--- config.mk ---
export PLATFORM = sky130hd
export DESIGN_NAME = nanosoc_ft1248x1_device
export DESIGN_NICKNAME = d
export VERILOG_FILES = /design/src/rtl/nanosoc_ft1248_pkg.sv /design/src/rtl/nanosoc_ft1248_sync_edge.sv /design/src/rtl/nanosoc_ft1248x1_device.sv
export SDC_FILE = /design/constraint.sdc
export NUM_CORES = 1
export LEC_CHECK = 0
export ABC_AREA = 1
export CAP_MARGIN = 40
export CORE_UTILIZATION = 54
export DETAILED_ROUTE_END_ITERATION = 10
export GPL_TIMING_DRIVEN = 1
export MAX_ROUTING_LAYER = met4
export PLACE_DENSITY = 0.78
export SKIP_CTS_REPAIR_TIMING = 1
export SLEW_MARGIN = 20
export SYNTH_ARGS = -nofsm -noshare
export SYNTH_HDL_FRONTEND = slang
export SYNTH_SLANG_ARGS = --single-unit
--- constraint.sdc ---
create_clock -name aclk -period 2.01 [get_ports aclk]
set_input_delay 0.5025 -clock aclk [delete_from_list [all_inputs] [get_ports aclk]]
set_output_delay 0.5025 -clock aclk [all_outputs]
set_load 0.01 [all_outputs]
--- src/rtl/nanosoc_ft1248_pkg.sv ---
// Shared constants for the FT1248 x1 device: bit-counter states and
// command decode masks.
package nanosoc_ft1248_pkg;

    localparam logic [4:0] ST_CMD_LAST = 5'd6;
    localparam logic [4:0] ST_TURN     = 5'd7;
    localparam logic [4:0] ST_DATA0    = 5'd8;
    localparam logic [4:0] ST_DATA7    = 5'd15;
    localparam logic [4:0] ST_END      = 5'd16;
    localparam logic [4:0] ST_IDLE     = 5'd31;

    // Only c6, c3, c1 and c0 take part in the decode
    localparam logic [6:0] CMD_MASK        = 7'b1001011;
    localparam logic [6:0] CMD_READ_MATCH  = 7'b0000001;
    localparam logic [6:0] CMD_WRITE_MATCH = 7'b0000000;

    typedef enum logic [1:0] {
        CMD_UNKNOWN,
        CMD_READ,
        CMD_WRITE
    } cmd_e;

    function automatic cmd_e decode_cmd(input logic [6:0] c);
        cmd_e r;
        r = CMD_UNKNOWN;
        if ((c & CMD_MASK) == CMD_READ_MATCH)
            r = CMD_READ;
        else if ((c & CMD_MASK) == CMD_WRITE_MATCH)
            r = CMD_WRITE;
        return r;
    endfunction

endpackage

--- src/rtl/nanosoc_ft1248_sync_edge.sv ---
// Multi-flop input synchroniser with one-cycle rise/fall pulses.
// RST_VAL lets SS_N start out deasserted.
module nanosoc_ft1248_sync_edge #(
    parameter int   SYNC_STAGES = 2,
    parameter logic RST_VAL     = 1'b0
) (
    input  logic aclk,
    input  logic areset,
    input  logic d,
    output logic sync,
    output logic sync_del,
    output logic rise,
    output logic fall
);

    logic [SYNC_STAGES-1:0] chain;

    always_ff @(posedge aclk or posedge areset) begin
        if (areset) begin
            chain    <= {SYNC_STAGES{RST_VAL}};
            sync_del <= RST_VAL;
        end else begin
            chain    <= {chain[SYNC_STAGES-2:0], d};
            sync_del <= chain[SYNC_STAGES-1];
        end
    end

    assign sync = chain[SYNC_STAGES-1];
    assign rise = sync & ~sync_del;
    assign fall = ~sync & sync_del;

endmodule

--- src/rtl/nanosoc_ft1248x1_device.sv ---
// FT1248 1-bit slave responder bridging one byte per SS_N assertion
// to a pair of 8-bit AXI-Stream ports.
module nanosoc_ft1248x1_device
    import nanosoc_ft1248_pkg::*;
#(
    parameter int   SYNC_STAGES = 2,
    parameter logic IDLE_MISO   = 1'b1
) (
    input  logic       aclk,
    input  logic       areset,
    input  logic       ft_clk_i,
    input  logic       ft_ssn_i,
    input  logic       ft_miosio_i,
    output logic       ft_miosio_o,
    output logic       ft_miosio_e_o,
    output logic       ft_miso_o,
    input  logic [7:0] txd8_tdata,
    input  logic       txd8_tvalid,
    output logic       txd8_tready,
    output logic [7:0] rxd8_tdata,
    output logic       rxd8_tvalid,
    input  logic       rxd8_tready
);

    logic       clk_s, clk_sd, clk_rise, clk_fall;
    logic       ssn, ssn_sd, ssn_rise, ssn_fall;
    logic       io_s, io_d, io_rise, io_fall;
    logic       unused_sync;

    logic [4:0] cnt;
    logic [6:0] cmd;
    logic       cmd_vld;
    logic       rd_go, wr_go, wr_done;
    logic       tx_full;
    logic [7:0] tx_buf, rx_sh;
    logic       ack_rd, ack_wr;

    nanosoc_ft1248_sync_edge #(.SYNC_STAGES(SYNC_STAGES), .RST_VAL(1'b0)) u_clk (
        .aclk(aclk), .areset(areset), .d(ft_clk_i),
        .sync(clk_s), .sync_del(clk_sd), .rise(clk_rise), .fall(clk_fall)
    );

    nanosoc_ft1248_sync_edge #(.SYNC_STAGES(SYNC_STAGES), .RST_VAL(1'b1)) u_ssn (
        .aclk(aclk), .areset(areset), .d(ft_ssn_i),
        .sync(ssn), .sync_del(ssn_sd), .rise(ssn_rise), .fall(ssn_fall)
    );

    nanosoc_ft1248_sync_edge #(.SYNC_STAGES(SYNC_STAGES), .RST_VAL(1'b0)) u_io (
        .aclk(aclk), .areset(areset), .d(ft_miosio_i),
        .sync(io_s), .sync_del(io_d), .rise(io_rise), .fall(io_fall)
    );

    assign unused_sync = ^{clk_s, clk_sd, ssn_sd, ssn_rise, ssn_fall,
                           io_s, io_rise, io_fall};

    assign txd8_tready = ~tx_full;

    always_comb begin
        ack_rd = 1'b0;
        ack_wr = 1'b0;
        unique case (decode_cmd(cmd))
            CMD_READ:  ack_rd = tx_full;
            CMD_WRITE: ack_wr = ~rxd8_tvalid;
            default:   ;
        endcase
    end

    always_ff @(posedge aclk or posedge areset) begin
        if (areset) begin
            cnt           <= ST_IDLE;
            cmd           <= '0;
            cmd_vld       <= 1'b0;
            rd_go         <= 1'b0;
            wr_go         <= 1'b0;
            wr_done       <= 1'b0;
            tx_full       <= 1'b0;
            tx_buf        <= '0;
            rx_sh         <= '0;
            rxd8_tdata    <= '0;
            rxd8_tvalid   <= 1'b0;
            ft_miso_o     <= IDLE_MISO;
            ft_miosio_o   <= 1'b0;
            ft_miosio_e_o <= 1'b0;
        end else begin
            cmd_vld <= 1'b0;
            wr_done <= 1'b0;
            if (txd8_tvalid && !tx_full) begin
                tx_buf  <= txd8_tdata;
                tx_full <= 1'b1;
            end
            if (rxd8_tvalid && rxd8_tready)
                rxd8_tvalid <= 1'b0;
            if (wr_done) begin
                rxd8_tdata  <= rx_sh;
                rxd8_tvalid <= 1'b1;
            end
            if (ssn) begin
                cnt           <= ST_IDLE;
                rd_go         <= 1'b0;
                wr_go         <= 1'b0;
                ft_miso_o     <= IDLE_MISO;
                ft_miosio_e_o <= 1'b0;
            end else begin
                // Counting up from ST_IDLE wraps to state 0 on the first rise
                if (clk_rise && cnt != ST_END)
                    cnt <= cnt + 5'd1;
                if (clk_fall && cnt <= ST_CMD_LAST) begin
                    cmd     <= {cmd[5:0], io_d};
                    cmd_vld <= (cnt == ST_CMD_LAST);
                end
                if (cmd_vld) begin
                    rd_go     <= ack_rd;
                    wr_go     <= ack_wr;
                    ft_miso_o <= ~(ack_rd | ack_wr);
                end
                if (clk_rise && rd_go) begin
                    if (cnt >= ST_TURN && cnt < ST_DATA7) begin
                        ft_miosio_e_o <= 1'b1;
                        ft_miosio_o   <= tx_buf[cnt[2:0] + 3'd1];
                    end else if (cnt == ST_DATA7) begin
                        ft_miosio_e_o <= 1'b0;
                    end
                end
                if (clk_fall && rd_go && cnt == ST_DATA7)
                    tx_full <= 1'b0;
                if (clk_fall && wr_go && cnt >= ST_DATA0 && cnt <= ST_DATA7) begin
                    rx_sh   <= {io_d, rx_sh[7:1]};
                    wr_done <= (cnt == ST_DATA7);
                end
            end
        end
    end

endmodule

* Word level (Yosys, flattened, before mapping)
Index checks and enable logic that the tools add are counted.
** Storage, ports and cells
- Register bits after elaboration :: 53
- Bits of input ports :: 15
- Output and inout bits :: 13
- Word-level logic and storage cells :: 91
** Cells by class
- Add/sub/neg operators :: 2
- $lt $le $gt $ge :: 6
- Eq/ne operators :: 6
- Multiplexer cells :: 27
- Bitwise operators :: 9
- Reductions and logical operators :: 22
** Operators by type and width (number)
- 2-to-1 mux 1 bit :: 22
- logical AND 1 bit :: 11
- 2-to-1 mux 5 bit :: 2
- nonzero test 2 bit :: 4
- zero test 7 bit :: 1
- NOT 1 bit :: 6
- AND reduction 2 bit :: 3
- adder 5 x 1 -> 5 bit (second input constant) :: 1
- equality test 5 x 3 -> 1 bit (second input constant) :: 1
- equality test 5 x 4 -> 1 bit (second input constant) :: 1
- >= comparator 5 x 3 -> 1 bit (second input constant) :: 1
- >= comparator 5 x 4 -> 1 bit (second input constant) :: 1
- <= comparator 5 x 3 -> 1 bit (second input constant) :: 1
- <= comparator 5 x 4 -> 1 bit (second input constant) :: 1
- < comparator 5 x 4 -> 1 bit (second input constant) :: 1
- inequality test 5 bit (second input constant) :: 1
- equality test 4 x 1 -> 1 bit (second input constant) :: 1
- < comparator 3 x 4 -> 1 bit (second input constant) :: 1
- 2-to-1 mux 2 bit :: 2
- adder 3 x 1 -> 3 bit (second input constant) :: 1
- binary-select mux 1 bit (select 3 bit) :: 1
- AND reduction 3 bit :: 1
- nonzero test 3 bit :: 1
- bitwise AND 1 bit :: 2
- 4 further kinds :: 4

* Longest topological paths before layout
- Depth after elaboration :: 9
- Gate-level depth with buffers :: 9
- Gate-level depth less buffers :: 9

* By module
A second synthesis with hierarchy kept.
** Second synthesis, totals
- Cell total of the unflattened synthesis :: 259
- Area total of the unflattened synthesis :: 2384.8 um^2
** By module, submodules not included
- nanosoc_ft1248x1_device :: times used 1, cells each 235, area each 2099.5 um^2, sequential area each 1133.6 um^2
- nanosoc_ft1248_sync_edge at u_clk ... :: times used 2, cells each 8, area each 93.8 um^2, sequential area each 75.1 um^2
- nanosoc_ft1248_sync_edge at u_ssn :: times used 1, cells each 8, area each 97.6 um^2, sequential area each 78.8 um^2

* Worst setup path before layout
No wires, ideal clock.
- Path type :: register to register
- Start :: register cnt[0]
- End :: register ft_miosio_o
- Setup time :: 0.117 ns
- Arrival :: 1.417 ns
- Required time :: 1.893 ns
- Setup slack :: 0.476 ns
- Stages on the path, launching flop included :: 9
- Buffers on the path :: 1
- Period minus slack after synthesis :: 1.534 ns
- Path through :: dfstp_2 > buf_2 > inv_1 > ha_1 > inv_1 > o211ai_1 > nand3_1 > nand3_1 > nand2_1
** On the way
- Longest elaborated chain between the ends :: 3
- Elaborated cells on any way between the ends :: 7
- Classes of those cells :: add/sub (1); order compare (2); mux (2); reduce/logical (2)
** RTL lines
- from (decl) :: line nanosoc_ft1248x1_device.sv:30 : logic [4:0] cnt;
- from (signal assigned) :: line nanosoc_ft1248x1_device.sv:106 : cnt <= cnt + 5'd1;
- adder 3 x 1 -> 3 bit (tied with other cells) :: line nanosoc_ft1248x1_device.sv:119 : ft_miosio_o <= tx_buf[cnt[2:0] + 3'd1];
- binary-select mux 1 bit (select 3 bit) / logical AND 1 bit (equally long branches) :: line nanosoc_ft1248x1_device.sv:119, nanosoc_ft1248x1_device.sv:117
- 2-to-1 mux 1 bit (not written as such) / AND reduction 3 bit (equally long branches)
- to (signal assigned) :: line nanosoc_ft1248x1_device.sv:119
- to (decl) :: line nanosoc_ft1248x1_device.sv:14 : output logic ft_miosio_o,
Parallel ways exist; a longest one is shown, timed or not. The select of a mux whose other input is x is not followed.
A chain may end at the register's enable or synchronous reset.

* Worst setup path after layout
- Start :: register ft_miso_o
- End :: output port ft_miso_o
** RTL lines
- from (decl) :: line nanosoc_ft1248x1_device.sv:16 : output logic ft_miso_o,
- from (signal assigned) :: line nanosoc_ft1248x1_device.sv:114 : ft_miso_o <= ~(ack_rd | ack_wr);
No word-level cell between the ends.

==> results.md <==
* Status: completed
* # setup viols final at 0
* Setup TNS at 0 ns
* Starting Density at 0.566
* CTS clk-pin slew, worst paths at 0.09 ns
* Gr busiest metal: met2
* Worst setup EP type: primary output
* Crit. path cell count at 1
* Post-synth top area share at 0.494
* Switching power at 541 uW
* Maximum clock frequency at 0.532 GHz
* Net switching fraction of the power at 0.267
* Worst setup path start: ft_miso_o
* Max-slew violation count at 0
* Die ar. at 4490 um2
* Share of layout cells above drive strength 1 at 0.141
* Pre-CTS WS at 0.271 ns
* Count leader, synth: nand2_1
* WL/cell at 11.9 um
* Period minus WS final at 1.88 ns
* Synth Register Bits at 53
* Reg-to-Reg End: rx_sh[0]
* Power Total at 2030 uW
* Internal power at 1480 uW
* Synth async-reset ratio at 1.00
* Worst Path Max Fanout at 2
* Final Cell Area at 2720 um2
* Largest net degree at the start of global routing at 25
* Top cells by count, synth: 52 x nand2_1, 45 x dfrtp_1, 33 x inv_1, 21 x nor2_1, 19 x nand3_1
* DR vias/cell at 4.96
* Critical Path Slowest Stage Cell: dfstp_2
* Top_reg_cell synth: dfrtp_1
* Reg2reg setup slack at 0.27 ns
* Post-synth EDFFs at 0
* Hold Slack at 0.358 ns
* Core area at 4030 um2
* Skew-Pair Late Insertion Delay at 0.31 ns
* Arr. time, crit path at 1.38 ns
* Post-Synthesis Cells at 236
* # port buffers at 27
* Clock power share at 0.294
* Area post-placement at 2630 um2
* Post-route clock period utilization at 0.934
* First-pass DRT Iterations at 4
* Worst setup SP type: flip-flop
* Gate power share at 0.130
* Bufs and invs on worst path at 1
* Root buf cell: clkbuf_8
* Antenna Nets Post-Route at 0
* Leakage at 0.00135 uW
* Global-route wire length before repair at 6440 um
* Final hold vios at 0
* Worst Setup Path Type: reg2out
* Worst stage delay on the critical path at 0.54 ns
* Met2 Track Usage GR at 0.314
* Slew @ Worst Pin at 0.540 ns
* Cell taking the most area after synthesis: dfrtp_1
* Sequential area share after synthesis at 0.586
* Final WS setup at 0.132 ns
* Grt ovf at 0
* Sequential power share at 0.577
* DIE WIDTH at 67.0 um
* Number of global-route vias before repair at 1,455
* Unrepaired setup endpoints after global routing: no
* WL final at 3780 um
* Worst flop-to-flop path startpoint: cnt[0]
* Worst vdd ir at 0.518 mV
* Worst Reg-to-Reg Cells at 9
* Synth Warn # at 0
* WP data required at 1.51 ns
* Max-Cap Viols at 0
* Post-Syn Area at 2280 um2
* Dpl hpwl at 2840 um
* Nets at 287
* Largest cells by area after synthesis: dfrtp_1 49%, dfstp_2 9.2%, nand2_1 8.6%, inv_1 5.4%, nand3_1 4.2%
* Setup Skew at 0.00901 ns
* Family with the most delay on the worst path: flip-flops
* RD Place Congestion at 0.886
* Row count at 23
* Met3 usage at 0.0411
* # DRC at 0
* I/O pin cnt at 28
* H-tree Lvls at 2
* # diodes at 0
* Synth cell types at 27
* Global Route Usage Sum at 0.205
* Net Count, Synth at 255
* CP Cell Sequence: clkdlybuf4s50_1
* Height of the die at 67.0 um
* Initial antenna violation count at 0
* Total CTS buffers at 5
* PD cells at 745 nW/um2
* Via count at 1,582
* Last element of the critical path: ft_miso_o
* # clock sinks at 53
* Mean area per synthesized cell at 9.66 um2
* GRT met1 Usage at 0.267
* Iteration-0 DRC Markers at 87
* Clock Path Buffers at 2
* CTS tree: done
* Worst min path class: reg2reg
* Area grow syn2layout at 19.2%
* Worst Hold Launch: u_clk.chain[0]
* Rel. slew slack at 0.639
[power groups by stage]
| stage | Clock [uW] | Sequential, uW | Combinational [uW] |
|---|---|---|---|
| floorplan | 0 | 1180 | 190 |
| global placement | 0 | 1190 | 257 |
| detailed placement | 0 | 1190 | 265 |
| CTS | 610 | 1170 | 267 |
| global route | 651 | 1180 | 306 |
| finish | 595 | 1170 | 263 |
[flip-flops by register name (all words and copies together), names as in the netlist]
name            count
cmd                 7
cmd_vld             1
cnt                 5
ft_miosio_e_o       1
ft_miosio_o         1
ft_miso_o           1
rd_go               1
rx_sh               8
rxd8_tdata          8
rxd8_tvalid         1
tx_buf              8
tx_full             1
u_clk.chain         2
u_clk.sync_del      1
u_io.chain          2
u_io.sync_del       1
u_ssn.chain         2
wr_done             1
wr_go               1
[metrics by stage]
| step | instances | utilization |
|---|---|---|
| detailed placement | 311 | 0.652 |
| floorplan | 236 | - |
| finish | 319 | 0.675 |
| global route | 319 | 0.675 |
| global placement | 311 | 0.652 |
| CTS | 319 | 0.675 |
[how the worst min path moves through the flow]
stage | endpoint | depth (start not counted)
after floorplan | u_clk.chain[1] | 0
after global placement | u_io.sync_del | 0
after detailed placement | u_clk.chain[1] | 0
after CTS | u_clk.chain[1] | 0
after global routing | u_clk.chain[1] | 0
final | u_clk.chain[1] | 0
[area by class of cell]
cell class                 instances  area, um2
clock buffer                       5       68.8
multi-input combinational        145        788
sequential                        53       1340
timing repair buffer              29        310
fill                             334       1310
tap                               50       62.6
inverter                          34        129
clock inverter                     3       22.5
[logic make-up after synthesis]
logic type | synth area share
fa+ha+maj | 0.0220
mux | 0.0395
buf+inv | 0.0681
simple gates | 0.220
flops | 0.586
compound gates | 0.0648
[layout by cell type, fill, tap and decap left out]
| cell type | instances |
|---|---|
| ha_1 | 4 |
| o21ai_0 | 7 |
| nor3_4 | 1 |
| a21oi_1 | 10 |
| o22ai_1 | 1 |
| clkbuf_8 | 5 |
| inv_1 | 32 |
| nand4_1 | 3 |
| dfstp_2 | 8 |
| o211ai_1 | 2 |
| nand2_1 | 52 |
| clkinv_2 | 2 |
| nor2_4 | 2 |
| nor2_1 | 21 |
| nand2_4 | 1 |
| nand2_2 | 2 |
| mux2_2 | 8 |
| nand3_4 | 1 |
| o21ai_1 | 5 |
| o21ai_2 | 1 |
| nand4_2 | 1 |
| inv_2 | 1 |
| nand3_1 | 19 |
| nor3_1 | 2 |
| dfrtp_1 | 45 |
| clkdlybuf4s50_1 | 27 |
| clkinv_4 | 2 |
| o21bai_1 | 1 |
| nand3_2 | 1 |
| buf_12 | 2 |
[layer usage]
metal | wire length (um) | part of all wire
met1 | 1810 | 0.48
met2 | 1760 | 0.47
met3 | 131 | 0.035
met4 | 73 | 0.019
met5 | 0 | 0
(Power assumes the default switching activity.)
